--- config.mk ---
export PLATFORM = sky130hd
export DESIGN_NAME = id_ex_stage
export DESIGN_NICKNAME = d
export VERILOG_FILES = /design/src/rtl/mips_pkg.sv /design/src/rtl/id_decoder.sv /design/src/rtl/id_ex_stage.sv
export SDC_FILE = /design/constraint.sdc
export NUM_CORES = 1
export LEC_CHECK = 0
export CAP_MARGIN = 30
export CORE_AREA = 3 3 134 136
export CTS_BUF_LIST = sky130_fd_sc_hd__clkbuf_4
export DETAILED_ROUTE_END_ITERATION = 6
export DIE_AREA = 0 0 137 139
export PLACE_DENSITY = 0.74
export SLEW_MARGIN = 10
export SYNTH_ARGS = -nofsm -noshare
export SYNTH_HDL_FRONTEND = slang
export SYNTH_HIERARCHICAL = 1
export SYNTH_SLANG_ARGS = --single-unit
--- constraint.sdc ---
create_clock -name clk -period 16 [get_ports clk]
set_input_delay 2.4 -clock clk [delete_from_list [all_inputs] [get_ports clk]]
set_output_delay 2.4 -clock clk [all_outputs]
set_load 0.05 [all_outputs]
--- src/rtl/mips_pkg.sv ---
// Shared MIPS decode constants, ID-stage FSM encoding and decoded-field payload.
package mips_pkg;

    localparam int unsigned XLEN      = 32;
    localparam int unsigned REG_IDX_W = 5;
    localparam int unsigned OPC_W     = 6;
    localparam int unsigned FN_W      = 6;

    localparam logic [OPC_W-1:0] OP_RTYPE = 6'h00;
    localparam logic [OPC_W-1:0] OP_JAL   = 6'h03;
    localparam logic [OPC_W-1:0] OP_BEQ   = 6'h04;
    localparam logic [OPC_W-1:0] OP_BNE   = 6'h05;
    localparam logic [OPC_W-1:0] OP_ANDI  = 6'h0C;
    localparam logic [OPC_W-1:0] OP_ORI   = 6'h0D;
    localparam logic [OPC_W-1:0] OP_XORI  = 6'h0E;
    localparam logic [OPC_W-1:0] OP_LW    = 6'h23;
    localparam logic [OPC_W-1:0] OP_SW    = 6'h2B;
    localparam logic [FN_W-1:0]  FN_JR    = 6'h08;

    localparam logic [REG_IDX_W-1:0] REG_RA = 5'd31;

    typedef enum logic {
        ST_RUN   = 1'b0,
        ST_STALL = 1'b1
    } id_state_e;

    typedef struct packed {
        logic [REG_IDX_W-1:0] dst;
        logic [XLEN-1:0]      imm;
        logic                 reg_write;
        logic                 mem_read;
        logic                 uses_rt;
    } dec_t;

    function automatic logic [XLEN-1:0] sext16(input logic [15:0] v);
        return {{16{v[15]}}, v};
    endfunction

endpackage

--- src/rtl/id_decoder.sv ---
// Combinational instruction decode: destination, immediate, write/read enables, rt usage.
import mips_pkg::*;

module id_decoder (
    input  logic [XLEN-1:0] i_instr,
    output dec_t            o_dec
);

    logic [OPC_W-1:0]     w_op;
    logic [FN_W-1:0]      w_funct;
    logic [REG_IDX_W-1:0] w_rt;
    logic [REG_IDX_W-1:0] w_rd;
    logic                 w_unused_rs;

    assign w_op        = i_instr[31:26];
    assign w_funct     = i_instr[5:0];
    assign w_rt        = i_instr[20:16];
    assign w_rd        = i_instr[15:11];
    assign w_unused_rs = ^i_instr[25:21];

    always_comb begin
        o_dec = '0;

        if (w_op == OP_RTYPE) begin
            o_dec.dst = w_rd;
        end else if (w_op == OP_JAL) begin
            o_dec.dst = REG_RA;
        end else begin
            o_dec.dst = w_rt;
        end

        // Logical immediates zero-extend; everything else sign-extends.
        if (w_op == OP_ANDI || w_op == OP_ORI || w_op == OP_XORI) begin
            o_dec.imm = {16'h0000, i_instr[15:0]};
        end else begin
            o_dec.imm = sext16(i_instr[15:0]);
        end

        o_dec.reg_write = ((w_op == OP_RTYPE) && (w_funct != FN_JR))
                        || (w_op[5:3] == 3'b001)
                        || (w_op == OP_LW)
                        || (w_op == OP_JAL);
        o_dec.mem_read  = (w_op == OP_LW);
        o_dec.uses_rt   = (w_op == OP_RTYPE) || (w_op == OP_SW)
                        || (w_op == OP_BEQ)  || (w_op == OP_BNE);
    end

endmodule

--- src/rtl/id_ex_stage.sv ---
// MIPS decode stage with ID/EX pipeline register and load-use stall insertion.
// Optional macro ID_WB_BYPASS_EN forwards the write-back port into the operand read.
import mips_pkg::*;

module id_ex_stage #(
    parameter int unsigned STALL_CNT_W = 16
) (
    input  logic                   clk,
    input  logic                   rst,
    input  logic                   if_valid,
    input  logic [XLEN-1:0]        if_instr,
    input  logic [XLEN-1:0]        if_pc,
    output logic                   id_ready,
    input  logic                   flush,
    output logic [REG_IDX_W-1:0]   rd1_index,
    output logic [REG_IDX_W-1:0]   rd2_index,
    input  logic [XLEN-1:0]        rd1_out,
    input  logic [XLEN-1:0]        rd2_out,
    input  logic                   wb_regWrite,
    input  logic [REG_IDX_W-1:0]   wb_index,
    input  logic [XLEN-1:0]        wb_data,
    output logic                   ex_valid,
    output logic [OPC_W-1:0]       ex_op,
    output logic [FN_W-1:0]        ex_funct,
    output logic [XLEN-1:0]        ex_rs_val,
    output logic [XLEN-1:0]        ex_rt_val,
    output logic [XLEN-1:0]        ex_imm,
    output logic [REG_IDX_W-1:0]   ex_dst,
    output logic                   ex_regWrite,
    output logic                   ex_memRead,
    output logic [XLEN-1:0]        ex_pc,
    output logic [STALL_CNT_W-1:0] stall_count
);

    id_state_e             r_state;
    id_state_e             w_state_nxt;
    logic                  w_bubble;
    logic                  w_issue;
    logic                  w_hazard;
    dec_t                  w_dec;
    logic [REG_IDX_W-1:0]  w_rs;
    logic [REG_IDX_W-1:0]  w_rt;
    logic [XLEN-1:0]       w_rs_raw;
    logic [XLEN-1:0]       w_rt_raw;
    logic [XLEN-1:0]       w_rs_val;
    logic [XLEN-1:0]       w_rt_val;

    logic                   r_valid;
    logic [OPC_W-1:0]       r_op;
    logic [FN_W-1:0]        r_funct;
    logic [XLEN-1:0]        r_rs_val;
    logic [XLEN-1:0]        r_rt_val;
    logic [XLEN-1:0]        r_imm;
    logic [REG_IDX_W-1:0]   r_dst;
    logic                   r_reg_write;
    logic                   r_mem_read;
    logic [XLEN-1:0]        r_pc;
    logic [STALL_CNT_W-1:0] r_stall_cnt;

    assign w_rs      = if_instr[25:21];
    assign w_rt      = if_instr[20:16];
    assign rd1_index = w_rs;
    assign rd2_index = w_rt;

    id_decoder u_dec (
        .i_instr (if_instr),
        .o_dec   (w_dec)
    );

`ifdef ID_WB_BYPASS_EN
    // Same-cycle write-back wins over the (read-before-write) register file.
    assign w_rs_raw = (wb_regWrite && (wb_index != '0) && (wb_index == w_rs)) ? wb_data : rd1_out;
    assign w_rt_raw = (wb_regWrite && (wb_index != '0) && (wb_index == w_rt)) ? wb_data : rd2_out;
`else
    logic w_unused_wb;
    assign w_unused_wb = ^{wb_regWrite, wb_index, wb_data};
    assign w_rs_raw    = rd1_out;
    assign w_rt_raw    = rd2_out;
`endif

    assign w_rs_val = (w_rs == '0) ? '0 : w_rs_raw;
    assign w_rt_val = (w_rt == '0) ? '0 : w_rt_raw;

    assign w_hazard = if_valid && r_valid && r_mem_read && (r_dst != '0)
                   && ((r_dst == w_rs) || (w_dec.uses_rt && (r_dst == w_rt)));

    // FSM state register
    always_ff @(posedge clk or posedge rst) begin
        if (rst) begin
            r_state <= ST_RUN;
        end else begin
            r_state <= w_state_nxt;
        end
    end

    // FSM next state; a flush always returns to RUN
    always_comb begin
        w_state_nxt = r_state;
        case (r_state)
            ST_RUN:   if (w_hazard) w_state_nxt = ST_STALL;
            ST_STALL: w_state_nxt = ST_RUN;
            default:  w_state_nxt = ST_RUN;
        endcase
        if (flush) begin
            w_state_nxt = ST_RUN;
        end
    end

    // FSM outputs; a squashed instruction never holds IF
    always_comb begin
        w_bubble = 1'b0;
        case (r_state)
            ST_RUN:   w_bubble = w_hazard && !flush;
            ST_STALL: w_bubble = 1'b0;
            default:  w_bubble = 1'b0;
        endcase
        id_ready = !w_bubble;
        w_issue  = if_valid && !w_bubble && !flush;
    end

    // ID/EX register: fields latch every cycle, only the qualifiers are gated.
    always_ff @(posedge clk or posedge rst) begin
        if (rst) begin
            r_valid     <= 1'b0;
            r_op        <= '0;
            r_funct     <= '0;
            r_rs_val    <= '0;
            r_rt_val    <= '0;
            r_imm       <= '0;
            r_dst       <= '0;
            r_reg_write <= 1'b0;
            r_mem_read  <= 1'b0;
            r_pc        <= '0;
        end else begin
            r_valid     <= w_issue;
            r_op        <= if_instr[31:26];
            r_funct     <= if_instr[5:0];
            r_rs_val    <= w_rs_val;
            r_rt_val    <= w_rt_val;
            r_imm       <= w_dec.imm;
            r_dst       <= w_dec.dst;
            r_reg_write <= w_issue && w_dec.reg_write;
            r_mem_read  <= w_issue && w_dec.mem_read;
            r_pc        <= if_pc;
        end
    end

    // Saturating bubble counter
    always_ff @(posedge clk or posedge rst) begin
        if (rst) begin
            r_stall_cnt <= '0;
        end else if (w_bubble && (r_stall_cnt != '1)) begin
            r_stall_cnt <= r_stall_cnt + STALL_CNT_W'(1);
        end
    end

    assign ex_valid    = r_valid;
    assign ex_op       = r_op;
    assign ex_funct    = r_funct;
    assign ex_rs_val   = r_rs_val;
    assign ex_rt_val   = r_rt_val;
    assign ex_imm      = r_imm;
    assign ex_dst      = r_dst;
    assign ex_regWrite = r_reg_write;
    assign ex_memRead  = r_mem_read;
    assign ex_pc       = r_pc;
    assign stall_count = r_stall_cnt;

endmodule
==> results.cfg, run 1 <==
[synthesis]
synth.distinct_cells = 43
ys_seq_area_share_pct = 72.1
ys_top_cells_by_area = dfrtp_1 72%, buf_4 5.4%, and2b_1 4.6%
syn_area_per_cell_sq_um = 14.6
synthArstFlopShare_pct = 100
yosys.area.top_type_share_pct = 72.1
yosysTopAreaCell = dfrtp_1
synth_flop_cell = dfrtp_1
synth_nets = 562
ys_warn_count = 6
synth_cells = 391
netlist_area_sq_mm = 0.00572
synth_edf_count = 0
ys_seq_elements = 165

[placement]
gp_congestion = 0.746
io_buffers = 306
dp.cells = 875
place_hpwl_mm = 11.6

[critical_path]
cp-end-kind = output pin
cp_max_fo = 16
cp.required_ps = 13600
cp-start-kind = input port
worstRegToRegCells = 6
cp.arrival_ps = 5350
critPathKind = input port to output pin

[run]
cap_viol_max_count = 0

[clock_network]
h-tree-depth = 4
cts_tree = yes
path_clk_slew_ps = 140
cts_resized = 0
numCtsBuffers = 17
clock-sinks = 165
cts_buffer_depth = 2
root_buffer = clkbuf_4
postCtsSetupRepairBufs = 0
holdBufCountCts = 0
worstSkewPairLatency_ps = 540

[die]
io_pins = 345
die_h_um = 139
core_area_sq_mm = 0.0171
initial_core_util_pct = 33.6
rows = 48
die-area_sq_mm = 0.0190
dieWidth_um = 137

[global_route]
grt_usage_pct = 15.9
antenna_found_initial = 1
grt_pass1_vias = 4280
grt-ovfl-total = 0
grt_pass1_wl_mm = 23.0
grt_max_degree = 98

[power_and_ir_drop]
ir_worst_vdd_mv = 0.0561
p_per_area_mw_per_mm2 = 100
leakage_nw = 3.81

[sta]
slew_violations = 0
setup_violations = 0
worst_clock_skew_ps = 15.7
max_slew_margin_pct = 41.9
finalCritPeriodShare_pct = 48.4
fmax_mhz = 129
hold_viol_final = 0
fin_crit_ps = 7750
tightestPinTransition_ps = 872
fin_tns_setup_ps = 0
rsz0062_at_grt = false

[layout]
syn2layout_area_growth_pct = 59.0
final_cells = 908
final_common_cell = clkdlybuf4s50_1
drive_above_1_share_pct = 7.04
nets = 840
mostFrequentLayoutCells = 306 x clkdlybuf4s50_1, 165 x dfrtp_1, 35 x and2b_1

[route]
drcViolationCount = 0
antenna_left = 0
wl_per_cell_um = 16.6
first_pass_iters = 4
drt_wl_total_mm = 15.1
vias_per_cell = 4.37
vias = 3967
drt_iter0_drc = 157

[run_status]
status = complete, no violations

[worst_hold_path]
hold_depth = 1
hp-class = register to register
## report_power, final
group | switching (mW) | total, mW | internal, mW
combinational | 0.111 | 0.183 | 0.0719
clock | 0.155 | 0.284 | 0.129
sequential | 0.00671 | 0.444 | 0.437
## synthesized netlist by cell type, drive strengths merged (3+ instances only)
cell	count
a21oi	3
mux2	3
and2b	35
nor3	4
or4	3
clkbuf	6
nand4	8
dfrtp	165
nor2	6
inv	3
xnor2	23
nor2b	30
nand2	10
buf	44
and3	7
nand3	13
o22a	5
## flip-flops by register name, summed over array words and instances, names as in the netlist
register and flops:
ex_dst 5, ex_funct 6, ex_imm 32, ex_memRead 1, ex_op 6, ex_pc 32, ex_regWrite 1, ex_rs_val 32
ex_rt_val 32, ex_valid 1, r_state 1, stall_count 16
## critical path: stages
cell and delay [ps]:
clkdlybuf4s50_1 580, nand3_1 150, or3b_2 480, a21oi_1 200
nand2_1 120, o22ai_4 410, nand2_1 230, clkdlybuf4s50_1 780
## metal layers
metal,vias to the layer above,global-route usage (%),wire (um)
met5,-,0,0
met4,0,5.51,256
met3,18,6.79,1660
met2,219,28.2,7810
met1,1933,16.7,5370
li1,1797,-,-
## final cells by class
| type | instances | area, sq um |
|---|---|---|
| Multi-Input combinational cell | 173 | 1240 |
| Sequential cell | 165 | 4130 |
| Timing Repair Buffer | 309 | 3090 |
| Antenna cell | 1 | 2.50 |
| Inverter | 3 | 16.3 |
| Fill cell | 1421 | 7950 |
| Clock buffer | 17 | 128 |
| Tap cell | 225 | 282 |
| Clock inverter | 15 | 219 |
## cells by family after synthesis
group                    count (synthesis)  synth area share, %
buffers and inverters                   53                 6.23
adder cells (fa/ha/maj)                  1                0.219
flip-flops                             165                 72.1
AO/OA/AOI/OAI                           18                 2.95
multiplexers                             3                0.656
XOR/XNOR                                23                 3.52
AND/OR/NAND/NOR                        128                 14.3
## per-stage QoR
| step | setup slack (ps) | hold WS (ps) | total power, mW | cell area, sq um | util [%] |
|---|---|---|---|---|---|
| after floorplan | 9140 | 581 | 0.557 | 5720 | - |
| after global placement | 8290 | 493 | 0.634 | 8750 | 51.3 |
| after detailed placement | 8250 | 493 | 0.637 | 8750 | 51.3 |
| after CTS | 8230 | 515 | 0.924 | 9100 | 53.4 |
| after global routing | 8040 | 551 | 0.953 | 9100 | 53.4 |
| final | 8250 | 515 | 0.911 | 9100 | 53.4 |
## worst paths after layout
| path | start | end | slack [ps] |
|---|---|---|---|
| worst max-delay path | if_instr[31] | id_ready | 8250 |
| max in group asynchronous | rst | ex_rs_val[23]$_DFF_PP0_ | 12170 |
| worst max register to register | stall_count[0]$_DFFE_PP0P_ | stall_count[1]$_DFFE_PP0P_ | 13990 |
| min in group asynchronous | rst | ex_imm[10]$_DFF_PP0_ | 2380 |
| worst min register to register | stall_count[8]$_DFFE_PP0P_ | stall_count[8]$_DFFE_PP0P_ | 520 |
| worst min-delay path | stall_count[8]$_DFFE_PP0P_ | stall_count[8]$_DFFE_PP0P_ | 520 |
Power figures use the tool's default switching activity.
==> run 2, diff against run 1 <==
--- a/config.mk
+++ b/config.mk
@@ -6,11 +6,11 @@
 export NUM_CORES = 1
 export LEC_CHECK = 0
 export CAP_MARGIN = 30
-export CORE_AREA = 3 3 134 136
+export CORE_AREA = 3 3 133 135
 export CTS_BUF_LIST = sky130_fd_sc_hd__clkbuf_4
 export DETAILED_ROUTE_END_ITERATION = 6
-export DIE_AREA = 0 0 137 139
-export PLACE_DENSITY = 0.74
+export DIE_AREA = 0 0 136 138
+export PLACE_DENSITY = 0.75
 export SLEW_MARGIN = 10
 export SYNTH_ARGS = -nofsm -noshare
 export SYNTH_HDL_FRONTEND = slang
==> constraint.sdc (replaced) <==
create_clock -name clk -period 7.6 [get_ports clk]
set_input_delay 1.14 -clock clk [delete_from_list [all_inputs] [get_ports clk]]
set_output_delay 1.14 -clock clk [all_outputs]
set_load 0.05 [all_outputs]
==> run 2 against run 1 <==
Net effect: final area decreased by 0.65%; clock skew increased by 9.0 ps; highest routed layer unchanged; largest cell class unchanged; final cell count decreased by 0.55%; clock power increased by 58%; global-route usage increased by 0.64 points; non-clock buffer count increased by 1; via count increased by 0.10%; register-to-register slack got worse by 8400 ps.
==> results.cfg, run 2 (synthesis results as in run 1) <==
[sta]
hold_viol_final = 0
finalCritPeriodShare_pct = 68.5
worst_clock_skew_ps = 24.6
fin_crit_ps = 5210
setup_violations = 0
fin_tns_setup_ps = 0
tightestPinTransition_ps = 805
slew_violations = 0
max_slew_margin_pct = 46.3
fmax_mhz = 192
rsz0062_at_grt = false

[critical_path]
critPathKind = input port to output pin
reg2reg_slack_ps = 5620
reg2reg_to = stall_count[1]$_DFFE_PP0P_
cp.required_ps = 6460
cp_max_fo = 16
worstRegToRegCells = 6
cp-end-kind = output pin
cp.arrival_ps = 4070
cp-start-kind = input port
r2r-start = stall_count[0]$_DFFE_PP0P_
startpoint = if_instr[31]

[die]
die_h_um = 138
rows = 47
core_area_sq_mm = 0.0166
dieWidth_um = 136
initial_core_util_pct = 34.5
die-area_sq_mm = 0.0188
io_pins = 345

[placement]
io_buffers = 306
gp_congestion = 0.773
dp.cells = 869
place_hpwl_mm = 12.0
place_area_sq_mm = 0.00876

[layout]
mostFrequentLayoutCells = 306 x clkdlybuf4s50_1, 165 x dfrtp_1, 35 x and2b_1
final_cells = 903
final_common_cell = clkdlybuf4s50_1
diodes = 0
syn2layout_area_growth_pct = 58.0
drive_above_1_share_pct = 7.32
fin_util_pct = 54.5
finalInstanceArea_sq_mm = 0.00904
nets = 841

[route]
vias = 3971
wl_per_cell_um = 17.0
vias_per_cell = 4.40
first_pass_iters = 4
drcViolationCount = 0
antenna_left = 0
drt_iter0_drc = 114
drt_wl_total_mm = 15.4

[clock_network]
cts_tree = yes
cts_buffer_depth = 2
cts_resized = 0
path_clk_slew_ps = 130
root_buffer = clkbuf_4
holdBufCountCts = 0
clock-sinks = 165
postCtsSetupRepairBufs = 0
h-tree-depth = 4
worstSkewPairLatency_ps = 540
numCtsBuffers = 17

[global_route]
grt_usage_pct = 16.6
grt_pass1_vias = 4353
grt_pass1_wl_mm = 23.7
antenna_found_initial = 0
grt_max_degree = 97
grt-ovfl-total = 0

[power_and_ir_drop]
leakage_nw = 3.78
ir_worst_vdd_mv = 0.104
p_per_area_mw_per_mm2 = 196

[worst_hold_path]
hp-start = stall_count[7]$_DFFE_PP0P_
min_delay_worst_endpoint = stall_count[7]$_DFFE_PP0P_
hp-class = register to register
hold_depth = 1

[run]
cap_viol_max_count = 0

[run_status]
status = complete, no violations
[run 2: cell count changes in the layout (fill, tap and decap cells not counted), moves of 2 or more]
cell,change
bufinv_16,-4
clkinv_2,+2
buf_16,+2
buf_4,-2
clkinvlp_4,+3
[run 2: worst max-delay path by stage]
stage | to | slack (ps) | cells after the start
5_1_grt | id_ready | 2220 | 8
6_report | id_ready | 2390 | 8
3_3_place_gp | id_ready | 2400 | 8
2_1_floorplan | ex_dst[0]$_DFF_PP0_ | 2000 | 1
3_5_place_dp | id_ready | 2380 | 8
4_1_cts | id_ready | 2370 | 8
[run 2: cell type report]
| class | instances | area [sq um] |
|---|---|---|
| clock buffer | 18 | 135 |
| clock inverter | 14 | 104 |
| fill | 1389 | 7540 |
| inverter | 3 | 16.3 |
| multi-input combinational | 173 | 1240 |
| sequential | 165 | 4130 |
| tap | 220 | 275 |
| timing repair buffer | 310 | 3140 |
[run 2: power by group]
group	total (mW)	internal (mW)	leakage, nW	switching (mW)
registers	0.934	0.920	1.97	0.0141
logic	0.389	0.153	1.68	0.235
clock network	0.449	0.136	0.125	0.313
[run 2: stage by stage]
| stage | setup WS, ps | hold WS [ps] | power (mW) |
|---|---|---|---|
| 2_1_floorplan | 2000 | 581 | 1.17 |
| 3_3_place_gp | 2400 | 487 | 1.34 |
| 3_5_place_dp | 2380 | 515 | 1.34 |
| 4_1_cts | 2370 | 538 | 1.80 |
| 5_1_grt | 2220 | 563 | 1.86 |
| 6_report | 2390 | 535 | 1.77 |
[run 2: worst max-delay path, stage by stage]
cell,delay (ps)
clkdlybuf4s50_1,560
nand3_1,120
or3b_2,450
a21oi_1,240
nand2_1,140
o22ai_4,390
nand2_1,240
clkdlybuf4s50_1,780
[run 2: routing by layer]
metal  wire length, um  GRT usage [%]  vias up  share of wire (%)
met5                 0              0        -                  0
met4               230           5.62        0                1.5
met3              1650           6.90       14                 11
met2              8100           29.5      217                 53
met1              5370           17.4     1937                 35
li1                  -              -     1803                  -
